## src/rtl/program_loader.sv

```systemverilog
// program_loader: boot-time loader that takes a framed byte stream
// (LEN_LO, LEN_HI, payload, XOR checksum) and writes the payload into
// instruction memory from byte address 0. The CPU is held in reset until the
// whole frame has been written and the checksum matches.
//
// Handshake: a byte transfers on a rising edge where in_valid && in_ready.
// in_ready depends only on the current state and never on in_valid. When
// in_valid is low, or in a terminal state, the loader ignores in_data and
// holds all of its state.
module program_loader #(
    parameter int ADDR_WIDTH = 10
) (
    input  logic                  clock,
    input  logic                  reset,
    input  logic                  in_valid,
    input  logic [7:0]            in_data,
    output logic                  in_ready,
    output logic                  mem_write_enable,
    output logic [ADDR_WIDTH-1:0] mem_address,
    output logic [7:0]            mem_write_data,
    output logic                  cpu_reset,
    output logic                  load_done,
    output logic                  load_error,
    output logic [ADDR_WIDTH:0]   byte_count,
    output logic [2:0]            fsm_state
);

    typedef enum logic [2:0] {
        LEN_LO = 3'd0,
        LEN_HI = 3'd1,
        DATA   = 3'd2,
        CHECK  = 3'd3,
        RUN    = 3'd4,
        ERROR  = 3'd5
    } state_t;

    state_t      state;
    logic [7:0]  len_lo;
    logic [15:0] length;
    logic [7:0]  xor_sum;
    logic        accept;
    logic [15:0] frame_len;

    // The loader accepts bytes in every non-terminal state.
    always_comb begin
        in_ready = (state == LEN_LO) || (state == LEN_HI) ||
                   (state == DATA)   || (state == CHECK);
    end

    assign accept    = in_valid && in_ready;
    assign frame_len = {in_data, len_lo};
    assign fsm_state = state;

    // Frame-parsing FSM; every output other than in_ready is registered here.
    always_ff @(posedge clock) begin
        if (reset) begin
            state            <= LEN_LO;
            len_lo           <= 8'd0;
            length           <= 16'd0;
            xor_sum          <= 8'd0;
            byte_count       <= '0;
            mem_write_enable <= 1'b0;
            mem_address      <= '0;
            mem_write_data   <= 8'd0;
            cpu_reset        <= 1'b1;
            load_done        <= 1'b0;
            load_error       <= 1'b0;
        end else begin
            // The write strobe is a single-cycle pulse per payload byte.
            mem_write_enable <= 1'b0;
            if (accept) begin
                case (state)
                    LEN_LO: begin
                        len_lo <= in_data;
                        state  <= LEN_HI;
                    end
                    LEN_HI: begin
                        length     <= frame_len;
                        xor_sum    <= 8'd0;
                        byte_count <= '0;
                        // A frame of exactly 2^ADDR_WIDTH bytes is legal; only
                        // a larger one would need the address to wrap.
                        if (32'(frame_len) > (32'd1 << ADDR_WIDTH)) begin
                            state      <= ERROR;
                            load_error <= 1'b1;
                        end else if (frame_len == 16'd0) begin
                            state <= CHECK;
                        end else begin
                            state <= DATA;
                        end
                    end
                    DATA: begin
                        mem_write_enable <= 1'b1;
                        mem_address      <= byte_count[ADDR_WIDTH-1:0];
                        mem_write_data   <= in_data;
                        xor_sum          <= xor_sum ^ in_data;
                        byte_count       <= byte_count + 1'b1;
                        if (32'(byte_count) + 32'd1 == 32'(length)) begin
                            state <= CHECK;
                        end
                    end
                    CHECK: begin
                        if (in_data == xor_sum) begin
                            state     <= RUN;
                            cpu_reset <= 1'b0;
                            load_done <= 1'b1;
                        end else begin
                            state      <= ERROR;
                            load_error <= 1'b1;
                        end
                    end
                    default: begin
                        state <= state;
                    end
                endcase
            end
        end
    end

endmodule

```

## config.mk

```make
export PLATFORM = sky130hd
export DESIGN_NAME = program_loader
export DESIGN_NICKNAME = d
export VERILOG_FILES = /design/src/rtl/program_loader.sv
export SDC_FILE = /design/constraint.sdc
export NUM_CORES = 1
export LEC_CHECK = 0
export CORE_MARGIN = 2
export CORE_UTILIZATION = 40
export DETAILED_ROUTE_END_ITERATION = 8
export MAX_ROUTING_LAYER = met4
export REMOVE_ABC_BUFFERS = 1
export SYNTH_ARGS = -nofsm -noshare
export SYNTH_HDL_FRONTEND = slang
export SYNTH_SLANG_ARGS = --single-unit
```

## constraint.sdc

```tcl
create_clock -name clock -period 2.5 [get_ports clock]
set_clock_uncertainty 0.1 [all_clocks]
set_input_delay 0.375 -clock clock [delete_from_list [all_inputs] [get_ports clock]]
set_output_delay 0.375 -clock clock [all_outputs]
set_load 0.02 [all_outputs]
```

==> run_results.csv, run 1 <==
group,metric,value,unit
pwr,p_leak,1.35,nW
timing,timing.final.crit_share,88.0,%
yosys,synth.largest_area_cell,"dfxtp_1",
timing,setup_viol,0,
clock_tree,clk_pin_slew,0.08,ns
critical_path,crit_type,"reg -> reg",
pwr,p_comb_share,7.7,%
job,drv_cap,0,
global_routing,grt_pass1_wl,13600,microns
finish,num-fill-cells,817,
global_routing,grt_pass1_vias,2768,
finish,layout-drive-gt1-share,10.4,%
yosys,avgSynthCellArea,7.66,sq um
global_routing,grt_start_max_net_pins,32,
drt,routed_wl,8010,microns
clock_tree,cts_tree,"done",
critical_path,path_max_fanout,8,
critical_path,worst_setup_path_start_kind,"register",
global_routing,track_usage,20.5,%
finish,nets,477,
finish,areaGrowthSynthToFinish,26.5,%
clock_tree,htreeDepth,3,
pwr,netSwitchingPower,572,uW
floorplan,fp.dieH,92.9,microns
global_routing,overflow,0,
drt,via_per_inst,5.20,
yosys,yosysMostFrequentCell,"nand2_1",
critical_path,critPathRequiredTime,2.66,ns
drt,ant_nets,0,
run_status,status,"completed",
yosys,synth_cells,413,
timing,setup_slack,0.300,ns
yosys,synthDistinctLibCells,45,
yosys,yosys.area.top_type_share,43.0,%
timing,grt_setup_unrepaired,"no",
floorplan,design.core.area,7690,sq um
yosys,synth-seq-cells,68,
timing,fin_crit,2.20,ns
critical_path,cp.arrival,2.36,ns
drt,drc,0,
placed_design,place.gp.congestion,0.891,
timing,hold_violations,0,
timing,slew_violations,0,
yosys,ys_top_cells_by_count,"nand2_1, dfxtp_1, a21oi_1",
yosys,async_flop_share,0,%
placed_design,placed_area,3800,sq um
yosys,ys_seq_area_share,43.0,%
yosys,synth_flop_cell,"dfxtp_1",
critical_path,end_kind,"register",
pwr,seqPwrFrac,50.6,%
timing,slew_headroom,56.6,%
clock_tree,cts.sinks,68,
pwr,powerDensity,553,nW/um^2
floorplan,start_util,41.1,%
yosys,synth_edf_count,0,
floorplan,top_level_ports,48,
timing,tightest_slew,0.651,ns
pwr,p_clk_share,41.7,%
clock_tree,cts_made_buffers,9,
finish,diodes,0,
pwr,peakVddDrop,0.268,mV
finish,final_area,4000,sq um
timing,max_freq,455,MHz
floorplan,fp-row-count,32,
floorplan,die_w,92.9,microns
yosys,yosysWarnings,0,
clock_tree,cts-resized-gates,0,
drt,vias,2975,
floorplan,die_area,8640,sq um
clock_tree,cts_root_buffer,"clkbuf_8",
clock_tree,cts-hold-fix-buffers,0,
placed_design,io_buffers,47,
yosys,synth.area.top_cells,"dfxtp_1, nand2_1, a21oi_1, xnor2_1, nor2_1",
placed_design,dp_hpwl,5530,microns
drt,routedWlPerCell,14.0,microns
drt,drt_pass1_iterations,4,
yosys,syn_area,3160,sq um
clock_tree,post_cts_buffers,0,
placed_design,dpl_worst_slack,0.156,ns
drt,drt_iter0_markers,86,
worst_hold_path,hold_class,"reg -> reg",
pwr,p_int,1.64,mW
pwr,swShare,25.9,%
clock_tree,clock_latency,0.35,ns
global_routing,antenna_found_initial,0,
clock_tree,clk_path_buf_depth,2,
## registers in the layout, summed over array words and instances (netlist names)
signal            count
cpu_reset             1
fsm_state             3
length               16
len_lo                8
mem_write_data        8
load_error            1
xor_sum               8
load_done             1
mem_address          10
mem_write_enable      1
byte_count           11
## cell usage in the layout, fill, tap and decap left out, types with 2 or more instances in the layout
master            n
inv_6             2
xor2_1            7
nand3_2           2
o31ai_1           2
or2_1             2
nor2_1           28
nand3_1           8
xnor2_1          17
nor3_1           14
or3_1             2
nand4_1           3
nand2b_1          2
dfxtp_1          68
nand2_1          96
clkbuf_8          9
nor4b_1           2
clkdlybuf4s50_1  46
nor4_1            5
a22oi_1           2
or4_1             2
o21ai_1           7
nor2b_1           5
a21o_1            6
inv_1             5
or2_0             4
clkinv_2          2
a31oi_1           2
a21oi_1          66
nor3b_1           2
o21ai_0           9
buf_4            23
## critical path, cell delays in order, from the launching register on
cell,delay [ns]
dfxtp_1,0.49
ha_1,0.28
nand3_1,0.09
or2_4,0.26
xnor2_1,0.12
a2111oi_1,0.35
a31oi_1,0.16
nor4_1,0.26
## routing by layer
layer / global-route usage, % / wire length (microns)
met4: 7.72 / 140
met5: - / 0
met3: 3.42 / 255
met1: 26.6 / 3850
met2: 32.1 / 3770
## metrics by stage
step	hold slack (ns)	TNS, ns	total power [mW]	util, %	cells
floorplan	0.330	-6.04	1.22	-	383
global placement	0.335	0	1.31	49.5	556
detailed placement	0.341	0	1.31	49.5	556
CTS	0.352	0	2.24	52.1	572
global route	0.381	0	2.31	52.1	572
finish	0.348	0	2.21	52.1	572
## cell type report
cell class / instances / area, sq um / area share (%)
repair buffers: 71 / 658 / 16.4
inverters: 5 / 18.8 / 0.469
well taps: 102 / 128 / 3.19
multi-input cells: 310 / 1640 / 40.9
clock buffers: 9 / 124 / 3.10
flip-flops and latches: 68 / 1360 / 34.0
clock inverters: 7 / 73.8 / 1.84
## final timing paths
path / depth (start not counted) / endpoint / start / slack, ns
worst max-delay path: 7 / fsm_state[0] / byte_count[0] / 0.30
worst min register to register: 2 / load_done / load_done / 0.35
worst max register to register: 7 / fsm_state[0] / byte_count[0] / 0.30
worst min-delay path: 2 / load_done / load_done / 0.35
## cells by family after synthesis
kind of cell	after synthesis	share of synthesized area, %
simple gates	184	27.0
compound gates	101	17.6
buf+inv	35	5.26
xor+xnor	24	6.65
fa+ha+maj	1	0.396
flops	68	43.0
## power groups by stage
stage	clock, mW	combinational [mW]	sequential (mW)
2_1_floorplan	0	0.0738	1.14
3_3_place_gp	0	0.169	1.14
3_5_place_dp	0	0.170	1.14
4_1_cts	0.952	0.171	1.12
5_1_grt	1.00	0.187	1.12
6_report	0.923	0.170	1.12
(Power assumes the default switching activity.)
==> run 2: changes to the inputs <==
- CELL_PAD_IN_SITES_DETAIL_PLACEMENT: unset -> 1
- CELL_PAD_IN_SITES_GLOBAL_PLACEMENT: unset -> 2
- CORE_UTILIZATION: 40 -> 31
- HOLD_SLACK_MARGIN: unset -> 0.12
- PLACE_DENSITY_LB_ADDON: unset -> 0.1
==> run 2 against run 1 <==
Critical path depth shrank 1. Clock power up 2%. Routed wire length grew 14%. Die area rose by 28%. Via count is 0.87% higher. Maximum frequency down 4.2%. Register-to-register slack got worse by 0.096 ns. Final area increased by 1.3%. Cell count grew 5.6%. Power increased by 0.88%. Global-route usage down 2.6 points.
==> run_results.csv, run 2 (synthesis results as in run 1) <==
group,metric,value,unit
critical_path,cp_num_buf_inv,0,
placed_design,place.gp.congestion,0.756,
critical_path,path_max_fanout,11,
job,drv_cap,0,
timing,tns,0,ns
global_routing,grt_pass1_vias,3067,
clock_tree,post_cts_buffers,0,
critical_path,crit_type,"reg -> reg",
drt,drt_iter0_markers,104,
finish,largest_reg_flops,16,
finish,areaGrowthSynthToFinish,28.1,%
clock_tree,cts-resized-gates,0,
pwr,seqPwrFrac,50.2,%
floorplan,top_level_ports,48,
clock_tree,cts_tree,"done",
timing,setup_slack,0.204,ns
critical_path,r2r_end,"fsm_state[0]",
pwr,total_power,2.23,mW
clock_tree,cts.sinks,68,
worst_hold_path,hold_class,"reg -> reg",
critical_path,crit_path_cell_trace,"nand3_1, nor4_1, xor2_1, a2111oi_1, a31oi_1, nor4_1",
pwr,netSwitchingPower,566,uW
clock_tree,htreeDepth,3,
pwr,powerDensity,551,nW/um^2
finish,final_area,4050,sq um
timing,timing.final.crit_share,91.9,%
finish,num-fill-cells,1224,
timing,hold_violations,0,
floorplan,start_util,32.2,%
drt,drt_pass1_iterations,4,
drt,vias,3001,
timing,max_freq,435,MHz
critical_path,end_kind,"register",
clock_tree,cts_made_buffers,9,
timing,slew_violations,0,
critical_path,r2r_cells,6,
clock_tree,clk_path_buf_depth,2,
critical_path,cp_slowest_cell,"dfxtp_1",
finish,layout-drive-gt1-share,10.4,%
clock_tree,cts_root_buffer,"clkbuf_8",
finish,stdcell_count,604,
timing,fin_crit,2.30,ns
pwr,swShare,25.4,%
placed_design,placed_area,3850,sq um
global_routing,grt_start_max_net_pins,69,
pwr,p_comb_share,7.7,%
finish,mostFrequentLayoutCells,"nand2_1, dfxtp_1, a21oi_1",
critical_path,crit_top_cell,"nor4_1",
finish,top_regs,"length (16), byte_count (11), mem_address (10)",
critical_path,critPathRequiredTime,2.65,ns
critical_path,r2r_start,"byte_count[7]",
finish,nets,478,
timing,whs,0.355,ns
placed_design,io_buffers,47,
clock_tree,cts-hold-fix-buffers,0,
drt,routed_wl,9160,microns
placed_design,dpl_worst_slack,0.0853,ns
drt,routedWlPerCell,15.2,microns
critical_path,cp.arrival,2.45,ns
drt,via_per_inst,4.97,
pwr,p_clk_share,42.2,%
floorplan,die_area,11000,sq um
floorplan,fp.dieH,105,microns
timing,tightest_slew,0.501,ns
clock_tree,clock_latency,0.35,ns
critical_path,crit_family,"simple AND/OR/NAND/NOR gates",
global_routing,track_usage,17.9,%
finish,top_register,"length",
critical_path,reg2reg_slack,0.20,ns
pwr,p_leak,1.36,nW
finish,final_common_cell,"nand2_1",
timing,grt_setup_unrepaired,"no",
drt,ant_nets,0,
critical_path,worst_setup_path_start_kind,"register",
worst_hold_path,min_path_cells,2,
global_routing,overflow,0,
floorplan,die_w,105,microns
floorplan,design.core.area,9820,sq um
global_routing,grt_pass1_wl,15500,microns
timing,setup_viol,0,
global_routing,antenna_found_initial,0,
clock_tree,clk_pin_slew,0.07,ns
run_status,status,"completed",
critical_path,startpoint,"byte_count[7]",
timing,slew_headroom,66.5,%
placed_design,dp_hpwl,6450,microns
critical_path,worstSetupEndpoint,"fsm_state[0]",
placed_design,place_inst,588,
critical_path,path_depth,6,
pwr,p_int,1.66,mW
drt,drc,0,
critical_path,slowest_delay,0.54,ns
finish,diodes,0,
floorplan,fp-row-count,36,
finish,fin_util,41.3,%
pwr,peakVddDrop,0.193,mV
run 2: layout make-up:
class	count	area, sq um	area share [%]
well taps	133	166	4.11
inverters	5	18.8	0.463
clock inverters	5	60.1	1.48
repair buffers	72	666	16.4
clock buffers	11	141	3.49
flip-flops and latches	68	1360	33.6
multi-input cells	310	1640	40.4
run 2: worst min path at each step:
| stage | slack, ns | endpoint | start |
|---|---|---|---|
| 2_1_floorplan | 0.33 | length[14] | length[14] |
| 3_3_place_gp | 0.34 | load_done | load_done |
| 3_5_place_dp | 0.35 | mem_address[3] | mem_address[3] |
| 4_1_cts | 0.36 | mem_write_data[2] | mem_write_data[2] |
| 5_1_grt | 0.38 | mem_write_data[2] | mem_write_data[2] |
| 6_report | 0.35 | mem_write_data[2] | mem_write_data[2] |
run 2: power groups by stage:
stage               clock [mW]  sequential [mW]  combinational (mW)
floorplan                    0             1.14              0.0738
global placement             0             1.14               0.171
detailed placement           0             1.14               0.173
CTS                      0.969             1.12               0.174
global route              1.02             1.12               0.191
finish                   0.940             1.12               0.171
run 2: worst min-delay path, stage by stage, from the launching register on:
cell	delay [ns]
dfxtp_1	0.31
nand2_1	0.05
a21oi_1	0.05
run 2: metal layers:
| metal | up-vias | share of wire [%] | track usage, % |
|---|---|---|---|
| met1 | 1439 | 48 | 22.1 |
| met4 | 0 | 1.3 | 6.00 |
| li1 | 1503 | - | - |
| met5 | - | 0 | - |
| met2 | 48 | 48 | 30.2 |
| met3 | 11 | 2.7 | 2.25 |
==> run 3: changes to the inputs <==
- CAP_MARGIN: unset -> 10
- REMOVE_ABC_BUFFERS: 1 -> unset
==> run 3 against run 2 <==
Sequential share of layout area barely moved. Maximum frequency rose by 3.7%. Die area did not move. Global-route usage rose by 1.9 points. Critical path depth rose by 1. Sequential power barely moved. Combinational power rose by 6%.
==> run_results.csv, run 3 (synthesis results as in run 1) <==
group,metric,value,unit
run_status,status,"completed",
timing,slew_violations,0,
floorplan,design.core.area,9820,sq um
global_routing,track_usage,19.8,%
pwr,p_int,1.62,mW
placed_design,io_buffers,47,
finish,num-fill-cells,1249,
critical_path,cp_num_buf_inv,0,
clock_tree,clock_latency,0.34,ns
clock_tree,cts.sinks,68,
pwr,netSwitchingPower,549,uW
critical_path,worst_setup_path_start_kind,"register",
finish,final_common_cell,"nand2_1",
clock_tree,cts-resized-gates,0,
critical_path,slowest_delay,0.45,ns
drt,drt_pass1_iterations,4,
critical_path,path_max_fanout,6,
pwr,peakVddDrop,0.321,mV
drt,routed_wl,10100,microns
drt,drt_iter0_markers,102,
timing,max_freq,452,MHz
worst_hold_path,hold_class,"reg -> reg",
timing,grt_setup_unrepaired,"no",
finish,stdcell_count,608,
pwr,p_comb_share,8.4,%
global_routing,antenna_found_initial,0,
pwr,p_leak,1.37,nW
timing,slew_headroom,44.4,%
clock_tree,cts_made_buffers,9,
finish,nets,482,
clock_tree,cts_root_buffer,"clkbuf_8",
timing,tightest_slew,0.831,ns
global_routing,busiest_layer,"met2",
timing,setup_slack,0.286,ns
global_routing,met3_usage,3.99,%
critical_path,crit_path_cell_trace,"ha_1, nand3_1, or2_4, xnor2_1, a2111oi_1, a31oi_1, nor4_1",
job,drv_cap,0,
clock_tree,cts-hold-fix-buffers,0,
timing,hold_violations,0,
clock_tree,cts_tree,"done",
global_routing,grt_pass1_vias,3092,
floorplan,die_w,105,microns
critical_path,cp_slowest_cell,"dfxtp_1",
finish,diodes,0,
floorplan,die_area,11000,sq um
yosys,synth_nets,425,
pwr,seqPwrFrac,51.8,%
critical_path,crit_family,"simple AND/OR/NAND/NOR gates",
pwr,powerDensity,535,nW/um^2
finish,layout-drive-gt1-share,10.7,%
finish,top_register,"length",
finish,mostFrequentLayoutCells,"nand2_1, dfxtp_1, a21oi_1",
global_routing,grt_start_max_net_pins,40,
finish,top_regs,"length (16), byte_count (11), mem_address (10)",
clock_tree,post_cts_buffers,0,
placed_design,place.gp.congestion,0.859,
finish,fin_util,41.2,%
pwr,swShare,25.3,%
timing,setup_viol,0,
global_routing,grt_use_met2,32.7,%
critical_path,cp.arrival,2.36,ns
drt,via_per_inst,5.01,
floorplan,start_util,32.2,%
critical_path,crit_type,"reg -> reg",
global_routing,grt_pass1_wl,16700,microns
critical_path,critPathRequiredTime,2.65,ns
timing,fin_crit,2.21,ns
floorplan,fp-row-count,36,
drt,drc,0,
drt,vias,3044,
placed_design,place_inst,592,
timing,tns,0,ns
critical_path,r2r_start,"byte_count[1]",
pwr,total_power,2.17,mW
clock_tree,clk_pin_slew,0.07,ns
placed_design,dp_hpwl,7280,microns
critical_path,startpoint,"byte_count[1]",
worst_hold_path,min_from,"mem_address[8]",
pwr,p_clk_share,39.8,%
drt,ant_nets,0,
timing,timing.final.crit_share,88.6,%
global_routing,met1_usage,24.8,%
placed_design,dpl_worst_slack,0.0671,ns
finish,largest_reg_flops,16,
floorplan,top_level_ports,48,
critical_path,end_kind,"register",
drt,routedWlPerCell,16.7,microns
floorplan,fp.dieH,105,microns
clock_tree,htreeDepth,3,
global_routing,overflow,0,
clock_tree,clk_path_buf_depth,2,
finish,areaGrowthSynthToFinish,28.0,%
-- run 3: final cells by class --
cell class / instances / area [sq um] / share of cell area [%]
multi-input cells: 310 / 1640 / 40.5
flip-flops and latches: 68 / 1360 / 33.6
repair buffers: 76 / 683 / 16.9
clock buffers: 15 / 176 / 4.36
well taps: 133 / 166 / 4.11
inverters: 5 / 18.8 / 0.464
clock inverters: 1 / 5.00 / 0.124
-- run 3: stage by stage --
stage | hold WS (ns) | instance area, sq um
after floorplan | 0.336 | 3160
after global placement | 0.339 | 3870
after detailed placement | 0.346 | 3870
after CTS | 0.357 | 4050
after global routing | 0.380 | 4050
final | 0.354 | 4050
-- run 3: tightest hold or removal path: cells and delay by family (launching register included) --
family	cells	cell delay (ns)
AOI/OAI and AO/OA	1	0.05
DFF	1	0.31
and+or+nand+nor	1	0.05
-- run 3: worst paths after layout --
path	to	slack, ns	cells after the start
worst max-delay path	fsm_state[0]	0.29	7
worst min-delay path	mem_address[8]	0.35	2
worst max register to register	fsm_state[0]	0.29	7
worst min register to register	mem_address[8]	0.35	2
-- run 3: power groups by stage --
stage	logic (mW)	clock network, mW	registers, mW
after floorplan	0.0950	0	1.14
after global placement	0.180	0	1.15
after detailed placement	0.183	0	1.15
after CTS	0.183	0.889	1.12
after global routing	0.201	0.944	1.13
final	0.182	0.863	1.12
-- run 3: routing by layer --
layer	wire, microns	vias up	share of wire (%)
met2	5010	58	49
li1	-	1505	-
met3	325	5	3.2
met1	4730	1476	47
met4	74	0	0.73
met5	0	-	0
